### config.mk
export PLATFORM = sky130hd
export DESIGN_NAME = cgra_conf_sequencer_flat
export DESIGN_NICKNAME = d
export VERILOG_FILES = /design/src/rtl/cgra_conf_sequencer_pkg.sv /design/src/rtl/cgra_conf_sequencer_if.sv /design/src/rtl/cgra_conf_sequencer.sv /design/src/flat_wrapper.sv
export SDC_FILE = /design/constraint.sdc
export NUM_CORES = 1
export LEC_CHECK = 0
export ABC_AREA = 1
export CAP_MARGIN = 5
export CORE_AREA = 2 2 141 102
export CTS_BUF_LIST = sky130_fd_sc_hd__clkbuf_8
export DETAILED_ROUTE_END_ITERATION = 8
export DIE_AREA = 0 0 143 104
export GPL_ROUTABILITY_DRIVEN = 0
export MAX_ROUTING_LAYER = met4
export PLACE_DENSITY = 0.85
export SLEW_MARGIN = 20
export SYNTH_ARGS = -nofsm -noshare
export SYNTH_HDL_FRONTEND = slang
export SYNTH_SLANG_ARGS = --single-unit
### constraint.sdc
create_clock -name clk -period 2.1 [get_ports clk]
set_input_delay 0.525 -clock clk [delete_from_list [all_inputs] [get_ports clk]]
set_output_delay 0.525 -clock clk [all_outputs]
set_load 0.01 [all_outputs]
### src/rtl/cgra_conf_sequencer_pkg.sv
// Shared definitions for the CGRA configuration bus: word layout, CONF type codes
// (also decoded by the PE configuration readers) and the sequencer FSM encoding.
package cgra_conf_sequencer_pkg;

    localparam int CONF_W        = 64;
    localparam int TYPE_LSB      = 0;
    localparam int TYPE_W        = 8;
    localparam int PE_ID_LSB     = 8;
    localparam int PE_ID_W       = 16;
    localparam int PAYLOAD_LSB   = 24;
    localparam int PAYLOAD_W     = 40;

    localparam logic [TYPE_W-1:0] NOT_CONF            = 8'd0;
    localparam logic [TYPE_W-1:0] SET_PE_INSTRUCTION  = 8'd1;
    localparam logic [TYPE_W-1:0] SET_PE_CONST        = 8'd2;
    localparam logic [TYPE_W-1:0] SET_PE_PC_MAX       = 8'd3;
    localparam logic [TYPE_W-1:0] SET_PE_PC_LOOP      = 8'd4;
    localparam logic [TYPE_W-1:0] SET_PE_STORE_IGNORE = 8'd5;
    localparam logic [TYPE_W-1:0] SET_PE_QTD_LOW      = 8'd6;
    localparam logic [TYPE_W-1:0] SET_PE_QTD_HIGH     = 8'd7;

    typedef enum logic [1:0] {
        IDLE  = 2'd0,
        SEND  = 2'd1,
        DRAIN = 2'd2
    } conf_state_t;

    function automatic logic [TYPE_W-1:0] conf_type(input logic [CONF_W-1:0] word);
        return word[TYPE_LSB +: TYPE_W];
    endfunction

    function automatic logic [PE_ID_W-1:0] conf_pe_id(input logic [CONF_W-1:0] word);
        return word[PE_ID_LSB +: PE_ID_W];
    endfunction

    function automatic logic [PAYLOAD_W-1:0] conf_payload(input logic [CONF_W-1:0] word);
        return word[PAYLOAD_LSB +: PAYLOAD_W];
    endfunction

endpackage

### src/rtl/cgra_conf_sequencer_if.sv
// Host-side signal bundle of the configuration sequencer: session control,
// the word handshake and the status/bus outputs.
interface cgra_conf_sequencer_if
    import cgra_conf_sequencer_pkg::*;
#(
    parameter int QTD_WIDTH = 32
);

    logic                 start;
    logic [QTD_WIDTH-1:0] conf_qtd;

    // Handshake: a word moves in every cycle where conf_valid and conf_ready are both
    // high at the clock edge; conf_valid must not depend on conf_ready, and an offered
    // word may be withdrawn while conf_ready is low.
    logic [CONF_W-1:0]    conf_data;
    logic                 conf_valid;
    logic                 conf_ready;

    logic [CONF_W-1:0]    conf_bus_out;
    logic                 busy;
    logic                 done;
    logic [QTD_WIDTH-1:0] conf_count;
    logic                 bad_type;

    modport master (
        output start, conf_qtd, conf_data, conf_valid,
        input  conf_ready, conf_bus_out, busy, done, conf_count, bad_type
    );

    modport slave (
        input  start, conf_qtd, conf_data, conf_valid,
        output conf_ready, conf_bus_out, busy, done, conf_count, bad_type
    );

endinterface

### src/rtl/cgra_conf_sequencer.sv
// Streams a fixed-length session of configuration words onto the shared PE
// configuration bus, one word per cycle with zero idles, then drains and flags done.
module cgra_conf_sequencer
    import cgra_conf_sequencer_pkg::*;
#(
    parameter int QTD_WIDTH    = 32,
    // Must cover the PE reader bus-to-write-enable latency plus one (>= 3).
    parameter int DRAIN_CYCLES = 4
) (
    input  logic                     clk,
    input  logic                     rst,
    cgra_conf_sequencer_if.slave     conf,
    output conf_state_t              state_dbg
);

    localparam int DRAIN_W = $clog2(DRAIN_CYCLES + 1);

    conf_state_t          state_q;
    conf_state_t          state_d;

    logic [QTD_WIDTH-1:0] remaining_q;
    logic [QTD_WIDTH-1:0] count_q;
    logic [DRAIN_W-1:0]   drain_q;
    logic [CONF_W-1:0]    bus_q;
    logic                 done_q;
    logic                 bad_q;

    logic                 ready;
    logic                 start_acc;
    logic                 xfer;
    logic                 drain_last;
    logic                 word_bad;

    always_comb begin
        state_d    = state_q;
        ready      = 1'b0;
        start_acc  = 1'b0;
        xfer       = 1'b0;
        drain_last = 1'b0;
        word_bad   = conf_type(conf.conf_data) > SET_PE_QTD_HIGH;
        case (state_q)
            IDLE: begin
                if (conf.start) begin
                    start_acc = 1'b1;
                    state_d   = (conf.conf_qtd != '0) ? SEND : DRAIN;
                end
            end
            SEND: begin
                ready = 1'b1;
                xfer  = conf.conf_valid;
                if (conf.conf_valid && remaining_q == QTD_WIDTH'(1)) begin
                    state_d = DRAIN;
                end
            end
            DRAIN: begin
                if (drain_q == DRAIN_W'(1)) begin
                    drain_last = 1'b1;
                    state_d    = IDLE;
                end
            end
            default: state_d = IDLE;
        endcase
    end

    always_ff @(posedge clk) begin
        if (rst) begin
            state_q     <= IDLE;
            remaining_q <= '0;
            count_q     <= '0;
            drain_q     <= '0;
            bus_q       <= '0;
            done_q      <= 1'b0;
            bad_q       <= 1'b0;
        end else begin
            state_q <= state_d;
            // A word occupies the bus for exactly one cycle; every other cycle is NOT_CONF.
            bus_q   <= xfer ? conf.conf_data : '0;
            if (start_acc) begin
                remaining_q <= conf.conf_qtd;
                count_q     <= '0;
                done_q      <= 1'b0;
                bad_q       <= 1'b0;
                drain_q     <= DRAIN_W'(DRAIN_CYCLES);
            end
            if (xfer) begin
                remaining_q <= remaining_q - QTD_WIDTH'(1);
                count_q     <= count_q + QTD_WIDTH'(1);
                if (word_bad) begin
                    bad_q <= 1'b1;
                end
            end
            if (state_q == DRAIN) begin
                drain_q <= drain_q - DRAIN_W'(1);
            end
            if (drain_last) begin
                done_q <= 1'b1;
            end
        end
    end

    assign conf.conf_ready   = ready;
    assign conf.conf_bus_out = bus_q;
    assign conf.busy         = (state_q != IDLE);
    assign conf.done         = done_q;
    assign conf.conf_count   = count_q;
    assign conf.bad_type     = bad_q;
    assign state_dbg         = state_q;

endmodule
### src/flat_wrapper.sv
// flat-port wrapper written by rule: the top's interface ports become plain ports
module cgra_conf_sequencer_flat import cgra_conf_sequencer_pkg::*;
#(
    parameter int QTD_WIDTH    = 32,
                                                                            
    parameter int DRAIN_CYCLES = 4
)
  (clk, rst, state_dbg, conf_start, conf_conf_qtd, conf_conf_data, conf_conf_valid, conf_conf_ready, conf_conf_bus_out, conf_busy, conf_done, conf_conf_count, conf_bad_type);
  cgra_conf_sequencer_if #(.QTD_WIDTH(QTD_WIDTH)) conf_i ();
  input  logic clk;
  input  logic rst;
  output conf_state_t state_dbg;
  input wire logic [$bits(conf_i.start)-1:0] conf_start;
  input wire logic [$bits(conf_i.conf_qtd)-1:0] conf_conf_qtd;
  input wire logic [$bits(conf_i.conf_data)-1:0] conf_conf_data;
  input wire logic [$bits(conf_i.conf_valid)-1:0] conf_conf_valid;
  output wire logic [$bits(conf_i.conf_ready)-1:0] conf_conf_ready;
  output wire logic [$bits(conf_i.conf_bus_out)-1:0] conf_conf_bus_out;
  output wire logic [$bits(conf_i.busy)-1:0] conf_busy;
  output wire logic [$bits(conf_i.done)-1:0] conf_done;
  output wire logic [$bits(conf_i.conf_count)-1:0] conf_conf_count;
  output wire logic [$bits(conf_i.bad_type)-1:0] conf_bad_type;
  assign conf_i.start = conf_start;
  assign conf_i.conf_qtd = conf_conf_qtd;
  assign conf_i.conf_data = conf_conf_data;
  assign conf_i.conf_valid = conf_conf_valid;
  assign conf_conf_ready = conf_i.conf_ready;
  assign conf_conf_bus_out = conf_i.conf_bus_out;
  assign conf_busy = conf_i.busy;
  assign conf_done = conf_i.done;
  assign conf_conf_count = conf_i.conf_count;
  assign conf_bad_type = conf_i.bad_type;
  cgra_conf_sequencer #(.QTD_WIDTH(QTD_WIDTH), .DRAIN_CYCLES(DRAIN_CYCLES)) u_core (.clk(clk), .rst(rst), .conf(conf_i), .state_dbg(state_dbg));
endmodule
# --- Word level (Yosys, flattened, before mapping) ---
# Index checks and enable logic that the tools add are counted.
# Widths: inputs -> output; s select.
totals:
  out_inout_bits: 102
  wordCells: 50
  ff_bits: 135
op_classes:
  addsub: 3
  muxes: 22
  n_bitwise: 1
  n_reduce_logical: 9
  n_lt_le_gt_ge: 1
  eq_ne: 7
op_table:
  columns: ["op", "n"]
  rows:
  - ["$mux 32", 4]
  - ["$add 32x1->32 const B", 1]
  - ["$eq 32x1->1 const B", 1]
  - ["$reduce_bool 32->1", 1]
  - ["$sub 32x1->32 const B", 1]
  - ["$mux 1", 11]
  - ["$gt 8x3->1 const B", 1]
  - ["$mux 2", 4]
  - ["$reduce_bool 2->1", 4]
  - ["$mux 3", 2]
  - ["$pmux 2 s3", 1]
  - ["$ne 2x1->1 const B", 2]
  - ["$eq 3x1->1 const B", 1]
  - ["$reduce_and 3->1", 1]
  - ["$sub 3x1->3 const B", 1]
  - ["$eq 2x1->1 const B", 1]
  - ["$eq 2x2->1 const B", 1]
  - ["$logic_not 2->1", 1]
  - ["$ne 2x2->1 const B", 1]
  - ["$reduce_or 2->1", 1]
  - ["$logic_and 1x1->1", 1]
  - ["$not 1->1", 1]

# --- Logic depth before layout (Yosys ltp) ---
# Gate-level depths: netlist of run 1.
logic_depth:
  depth_word: 5
  depth_mapped: 12
  ltp_nobuf: 12

# --- Least setup slack after synthesis of run 1 ---
# OpenSTA, ideal clock, no wires.
synth_path:
  path_type: "reg-to-reg"
  startpoint: "reg u_core.count_q[0], in the netlist u_core.conf.conf_count[0]"
  endpoint: "reg u_core.count_q[20], in the netlist u_core.conf.conf_count[20]"
  period_less_slack_ps: 1575
  setup_time_ps: 119
  setup_slack_ps: 525
  arrival_ps: 1456
  stages_incl_launch_ff: 11
  t_required_ps: 1981
  cell_sequence: "dfxtp_1 -> ha_1 -> nand2_1 -> nor2_2 -> nand2_1 -> inv_1 -> nand2_1 -> nor3_1 -> nand2_1 -> o21ai_0 -> a21oi_1"
synth_between:
  elab_chain_len: 2
synth_rtl:
  columns: ["item", "line_no", "rtl"]
  rows:
  - ["from (decl)", "cgra_conf_sequencer.sv:22", "logic [QTD_WIDTH-1:0] count_q;"]
  - ["from (signal assigned)", "cgra_conf_sequencer.sv:87", "count_q <= count_q + QTD_WIDTH'(1);"]
  - ["$add 32x1->32", "cgra_conf_sequencer.sv:87", null]
  - ["$mux 32", "cgra_conf_sequencer.sv:85", "if (xfer) begin"]
# Every way passes these cells.
# A chain may end at the register's enable or synchronous reset.

# --- Worst setup path after layout of run 1 ---
layout_path:
  startpoint: "reg u_core.count_q[13], in the netlist u_core.conf.conf_count[13]"
  endpoint: "out conf_conf_count[13]"
layout_lines:
  columns: ["item", "line_no", "rtl"]
  rows:
  - ["to (decl)", "flat_wrapper.sv:21", "output wire logic [$bits(conf_i.conf_count)-1:0] conf_conf_count;"]
# No word-level cell between the ends.

==> results of run 1 <==
==> layer usage <==
layer  part of all wire [%]  wire (microns)
met4                    1.1             212
met1                     43            8000
met2                     43            8030
met5                      0               0
met3                     12            2240
==> cell type report <==
class                   count  area share, %
flip-flops and latches    135           29.7
clock inverters            14           2.07
repair buffers            223           24.4
inverters                 158           6.55
multi-input cells         607           32.1
clock buffers              17           2.57
well taps                 190           2.61
==> path summary, 6_finish.rpt <==
path         slack (ns)                  startpoint  cells past startpoint                    endpoint
max                0.07  u_core.conf.conf_count[13]                      1         conf_conf_count[13]
min                0.46           u_core.drain_q[1]                      2           u_core.drain_q[1]
max reg2reg        0.22   u_core.conf.conf_count[0]                     10  u_core.conf.conf_count[20]
min reg2reg        0.46           u_core.drain_q[1]                      2           u_core.drain_q[1]
==> state kept, by name, indices dropped and copies added, names as in the netlist <==
name,count
u_core.conf.conf_count,32
u_core.state_dbg,2
u_core.conf.conf_bus_out,64
u_core.remaining_q,32
u_core.conf.done,1
u_core.drain_q,3
u_core.conf.bad_type,1
==> synth_stat cells, types with 2 or more instances <==
master | n | share of area, %
nand2_1 | 195 | 11
nor2_1 | 162 | 9.5
inv_1 | 151 | 8.9
dfxtp_1 | 135 | 42
o21ai_0 | 53 | 4.2
nand3_1 | 44 | 3.5
a21oi_1 | 38 | 3.0
xor2_1 | 21 | 2.9
clkbuf_1 | 16 | 0.94
nor3_1 | 16 | 1.3
o22ai_1 | 11 | 1.1
nand4_1 | 6 | 0.59
nor2_4 | 6 | 1.1
o21ai_1 | 6 | 0.47
buf_4 | 5 | 0.59
ha_1 | 5 | 0.98
inv_2 | 5 | 0.29
nand2_2 | 5 | 0.49
a211oi_1 | 4 | 0.47
buf_2 | 4 | 0.31
nand3_2 | 4 | 0.63
a31oi_1 | 3 | 0.29
a32o_1 | 3 | 0.47
buf_6 | 3 | 0.53
nor2_2 | 3 | 0.29
a221oi_1 | 2 | 0.27
a22oi_1 | 2 | 0.24
nor3_2 | 2 | 0.31
nor4_1 | 2 | 0.20
or2_2 | 2 | 0.20
xnor2_1 | 2 | 0.27
==> cells by family after synthesis <==
kind of cell    Yosys count
fa+ha+maj                 5
simple gates            453
flops                   135
xor+xnor                 23
compound gates          126
buf+inv                 187
==> cell usage in the layout (no fill, tap or decap), types with 16 or more instances in the layout <==
cell / count
dfxtp_1: 130
nor3_1: 16
o21ai_0: 53
nand2_1: 195
inv_1: 151
buf_4: 18
a21oi_1: 38
xor2_1: 21
clkbuf_8: 17
clkdlybuf4s50_1: 199
nor2_1: 162
nand3_1: 44
==> power breakdown <==
part	switching, uW	total, uW	internal, uW	leakage [uW]
Sequential	131	2880	2750	0.00110
Clock	1130	2340	1210	0.000208
Combinational	1200	2060	864	0.00254
==> through the flow <==
step	worst slack (ns)	cells	instance area, sq um	power [uW]	utilization (%)
final	0.0712	1344	9120	7290	67.2
after global routing	0.00399	1344	9120	7700	67.2
after CTS	0.0151	1344	9110	7300	67.2
after detailed placement	0.0241	1313	8690	4970	64.1
after global placement	0.0579	1313	8690	4930	64.1
after floorplan	0.525	929	6380	4220	-
==> flow_summary_export.csv, run 1 <==
group,metric,value,unit
sta,finalCritPeriodShare,96.6,%
logic_synthesis,yosys.area_share.simple,30.7,%
logic_synthesis,synth-adder-area-share,0.981,%
logic_synthesis,ys_warn_count,0,
setup_path,path_max_fanout,7,
cts,insertion_delay,0.45,ns
floorplanning,rows,36,
pwr,p_per_area,799,nW/um^2
logic_synthesis,synthesis.nets,1034,
sta,clock.fmax,493,MHz
sta,whs,0.463,ns
grt,use_met3,10.8,%
grt,grt.busiest_layer,"met2",
setup_path,start_kind,"flip-flop",
drt,drc,0,
logic_synthesis,ys_types,44,
sta,tightest_slew,0.503,ns
logic_synthesis,async_flop_share,0,%
floorplanning,placeableCoreArea,13600,sq um
setup_path,max_stage_delay,0.59,ns
grt,overflow,0,
cts,holdBufCountCts,0,
grt,grt_pass1_vias,6330,
setup_path,critPathTopFamily,"buffers and inverters",
finish,antennaDiodeCount,0,
floorplanning,dieArea,14900,sq um
cts,cts.clk_slew.worst_paths,0.08,ns
logic_synthesis,synth_xor_area_share,3.16,%
min_path,hold_path.class,"flip-flop to flip-flop",
place,port_buffers,201,
setup_path,crit_arrival,1.50,ns
finish,fillCellCount,1124,
setup_path,worstPathRequired,1.57,ns
sta,timing.setup.tns,0,ns
finish,syn_to_final_growth,42.9,%
outcome,outcome,"finished clean",
logic_synthesis,synth-seq-cells,135,
pwr,ir_worst_vdd,609,uV
drt,wl_per_cell,13.7,microns
grt,use_met2,39.2,%
floorplanning,die_y,104,microns
finish,multi_input_area,2920,sq um
cts,htree_levels,4,
setup_path,cp_slowest_cell,"clkdlybuf4s50_1",
logic_synthesis,netlist_instances,929,
sta,drv_slew,0,
drt,first_iter_violations,424,
drt,wl,18500,microns
finish,drive_gt1_share,7.89,%
sta,clock_skew,0.0109,ns
logic_synthesis,synth_edf_count,0,
logic_synthesis,syn_avg_cell_area,6.87,sq um
sta,setup_viol,0,
run,maxCapViolCount,0,
grt,grt_usage,26.4,%
drt,firstDrtPassIters,7,
sta,hold_viol,0,
logic_synthesis,muxShareOfSynthArea,0,%
cts,clock_sinks,135,
sta,rsz0062_at_grt,"no",
place,dpl.hpwl,14000,microns
cts,post_cts_resized,3,
logic_synthesis,synth_area,6380,sq um
logic_synthesis,synth_ff_type,"dfxtp_1",
cts,root_buffer,"clkbuf_8",
setup_path,cp_num_buf_inv,1,
grt,grt_pass1_wl,30300,microns
grt,use_met1,33.7,%
cts,cts_made_buffers,17,
floorplanning,io_pins,202,
setup_path,worstSetupEndpointType,"output pin",
drt,ant_nets,0,
drt,vias,6559,
logic_synthesis,ys_seq_area_share,42.4,%
drt,viasPerCell,4.88,
logic_synthesis,synth_top_family_by_area,"simple AND/OR/NAND/NOR gates",
floorplanning,start_util,47.0,%
setup_path,worstPathCellList,"clkdlybuf4s50_1",
sta,min_period,2.03,ns
floorplanning,die_w,143,microns
grt,grt_start_max_net_pins,58,
cts,ctsLongestPathBuffers,2,
cts,cts_tree,"done",
cts,postCtsSetupRepairBufs,0,
pwr,p_leak,0.00384,uW
finish,fin_nets,1247,
sta,slew_headroom,66.4,%
grt,grt_antenna_before_repair,0,
logic_synthesis,synth_compound_area_share,11.0,%
setup_path,crit_type,"flip-flop to output pin",
finish,seq_area,2710,sq um
(Power assumes the default switching activity.)
==> run 2: changes to the inputs <==
--- a/config.mk
+++ b/config.mk
@@ -13,7 +13,7 @@
 export DIE_AREA = 0 0 143 104
 export GPL_ROUTABILITY_DRIVEN = 0
 export MAX_ROUTING_LAYER = met4
-export PLACE_DENSITY = 0.85
+export PLACE_DENSITY = 0.81
 export SLEW_MARGIN = 20
 export SYNTH_ARGS = -nofsm -noshare
 export SYNTH_HDL_FRONTEND = slang
==> flow_summary_export.csv, run 2 (synthesis results as in run 1) <==
group,metric,value,unit
finish,drive_gt1_share,7.73,%
drt,wl,18900,microns
grt,grt_start_max_net_pins,39,
grt,grt_antenna_before_repair,0,
cts,ctsLongestPathBuffers,2,
sta,min_period,2.04,ns
setup_path,path_max_fanout,6,
setup_path,r2r_slack,0.23,ns
setup_path,crit_start,"u_core.conf.conf_count[17]",
cts,root_buffer,"clkbuf_8",
setup_path,max_stage_delay,0.59,ns
drt,viasPerCell,4.96,
pwr,intPower,4480,uW
setup_path,cp_num_buf_inv,1,
setup_path,worstPathCellList,"clkdlybuf4s50_1",
floorplanning,die_y,104,microns
finish,largest_register_ffs,64,
pwr,ir_worst_vdd,509,uV
grt,grt_usage,26.3,%
min_path,min_delay_path_depth,2,
drt,drc,0,
pwr,p_per_area,781,nW/um^2
finish,fin_cells,1342,
grt,grt_pass1_vias,6368,
drt,first_iter_violations,571,
run,maxCapViolCount,0,
setup_path,cp_slowest_cell,"clkdlybuf4s50_1",
setup_path,r2r-start,"u_core.remaining_q[0]",
pwr,p_switching,2570,uW
place,dpl.hpwl,14300,microns
setup_path,worstPathRequired,1.57,ns
sta,drv_slew,0,
cts,cts_tree,"done",
sta,tightest_slew,0.460,ns
pwr,p_leak,0.00380,uW
setup_path,r2r_end,"u_core.remaining_q[30]",
setup_path,rr_worst_depth,10,
min_path,hold_path.class,"flip-flop to flip-flop",
pwr,p_sw_share,36.4,%
pwr,p_comb_share,29.0,%
place,port_buffers,201,
drt,wl_per_cell,14.1,microns
cts,insertion_delay,0.44,ns
drt,firstDrtPassIters,5,
setup_path,cp-endpoint,"conf_conf_count[17]",
floorplanning,start_util,47.0,%
finish,final_cell_mix,"clkdlybuf4s50_1 (199), nand2_1 (195), nor2_1 (161), inv_1 (151), dfxtp_1 (131)",
floorplanning,rows,36,
place,dp.cells,1310,
sta,clock.fmax,491,MHz
sta,rsz0062_at_grt,"no",
drt,vias,6659,
sta,clock_skew,0.0150,ns
floorplanning,io_pins,202,
cts,clock_sinks,135,
cts,htree_levels,4,
cts,cts_made_buffers,17,
pwr,pwr-share-clk,30.2,%
cts,postCtsSetupRepairBufs,0,
setup_path,crit_arrival,1.51,ns
floorplanning,placeableCoreArea,13600,sq um
cts,holdBufCountCts,0,
setup_path,crit_type,"flip-flop to output pin",
grt,overflow,0,
finish,fin_nets,1244,
finish,antennaDiodeCount,0,
grt,grt_pass1_wl,30400,microns
finish,syn_to_final_growth,41.6,%
sta,setup_viol,0,
cts,cts.clk_slew.worst_paths,0.09,ns
sta,finalCritPeriodShare,97.0,%
sta,timing.setup.tns,0,ns
floorplanning,die_w,143,microns
sta,hold_viol,0,
setup_path,path_depth,1,
setup_path,critPathTopFamily,"buffers and inverters",
floorplanning,dieArea,14900,sq um
setup_path,worstSetupEndpointType,"output pin",
pwr,pwr-share-seq,40.9,%
outcome,outcome,"finished clean",
drt,ant_nets,0,
finish,final_common_cell,"clkdlybuf4s50_1",
sta,slew_headroom,69.3,%
setup_path,start_kind,"flip-flop",
## run 2: worst min path at each step
| stage | slack, ns | endpoint | start |
|---|---|---|---|
| final | 0.47 | u_core.conf.done | u_core.conf.done |
| after global routing | 0.51 | u_core.drain_q[1] | u_core.drain_q[1] |
| after CTS | 0.47 | u_core.conf.done | u_core.conf.done |
| after detailed placement | 0.46 | u_core.conf.done | u_core.conf.done |
| after global placement | 0.46 | u_core.conf.done | u_core.conf.done |
| after floorplan | 0.44 | u_core.drain_q[1] | u_core.drain_q[1] |
## run 2: worst min-delay path, cell delays in order, from the launching register on
cell	delay, ns
dfxtp_1	0.32
nand2_1	0.06
a21oi_1	0.05
## run 2: final cells by class
type	count	area (sq um)
Clock buffer	17	234
Clock inverter	15	156
Fill cell	1134	4520
Inverter	158	597
Multi-Input combinational cell	607	2930
Sequential cell	135	2710
Tap cell	190	238
Timing Repair Buffer	220	2180
## run 2: per-stage QoR
stage | worst slack, ns | area, sq um | utilization [%] | total power [uW] | hold WS (ns)
after floorplan | 0.525 | 6380 | - | 4220 | 0.439
after global placement | 0.0310 | 8640 | 63.7 | 4910 | 0.458
after detailed placement | -0.0176 | 8640 | 63.7 | 4950 | 0.458
after CTS | 0.0225 | 9030 | 66.6 | 7060 | 0.473
after global routing | 0.000697 | 9030 | 66.6 | 7420 | 0.507
final | 0.0635 | 9030 | 66.6 | 7050 | 0.469
## run 2: power groups by stage
stage | Clock, uW | Sequential (uW) | Combinational [uW]
floorplan | 0 | 2950 | 1260
global placement | 0 | 2930 | 1970
detailed placement | 0 | 2930 | 2010
CTS | 2160 | 2880 | 2020
global route | 2260 | 2910 | 2260
finish | 2130 | 2880 | 2040
## run 2: routing by layer
layer / global-route usage [%] / wire [microns] / part of all wire [%]
met4: 7.64 / 215 / 1.1
met5: - / 0 / 0
met2: 39.3 / 8200 / 43
met3: 9.99 / 2550 / 13
met1: 33.2 / 7940 / 42
## run 2: repair_timing
item / 4_1_cts / 5_1_grt
resized for setup: 5 / 2
endpoints found under the hold margin: 0 / 0
endpoints found under the setup margin: 2 / 2
==> run 3: changes to the inputs <==
--- a/config.mk
+++ b/config.mk
@@ -12,6 +12,7 @@
 export DETAILED_ROUTE_END_ITERATION = 8
 export DIE_AREA = 0 0 143 104
 export GPL_ROUTABILITY_DRIVEN = 0
+export HOLD_SLACK_MARGIN = 0.08
 export MAX_ROUTING_LAYER = met4
 export PLACE_DENSITY = 0.81
 export SLEW_MARGIN = 20
==> results of run 3 <==
No change in the layout: final DEF, timing and power equal those of run 2.
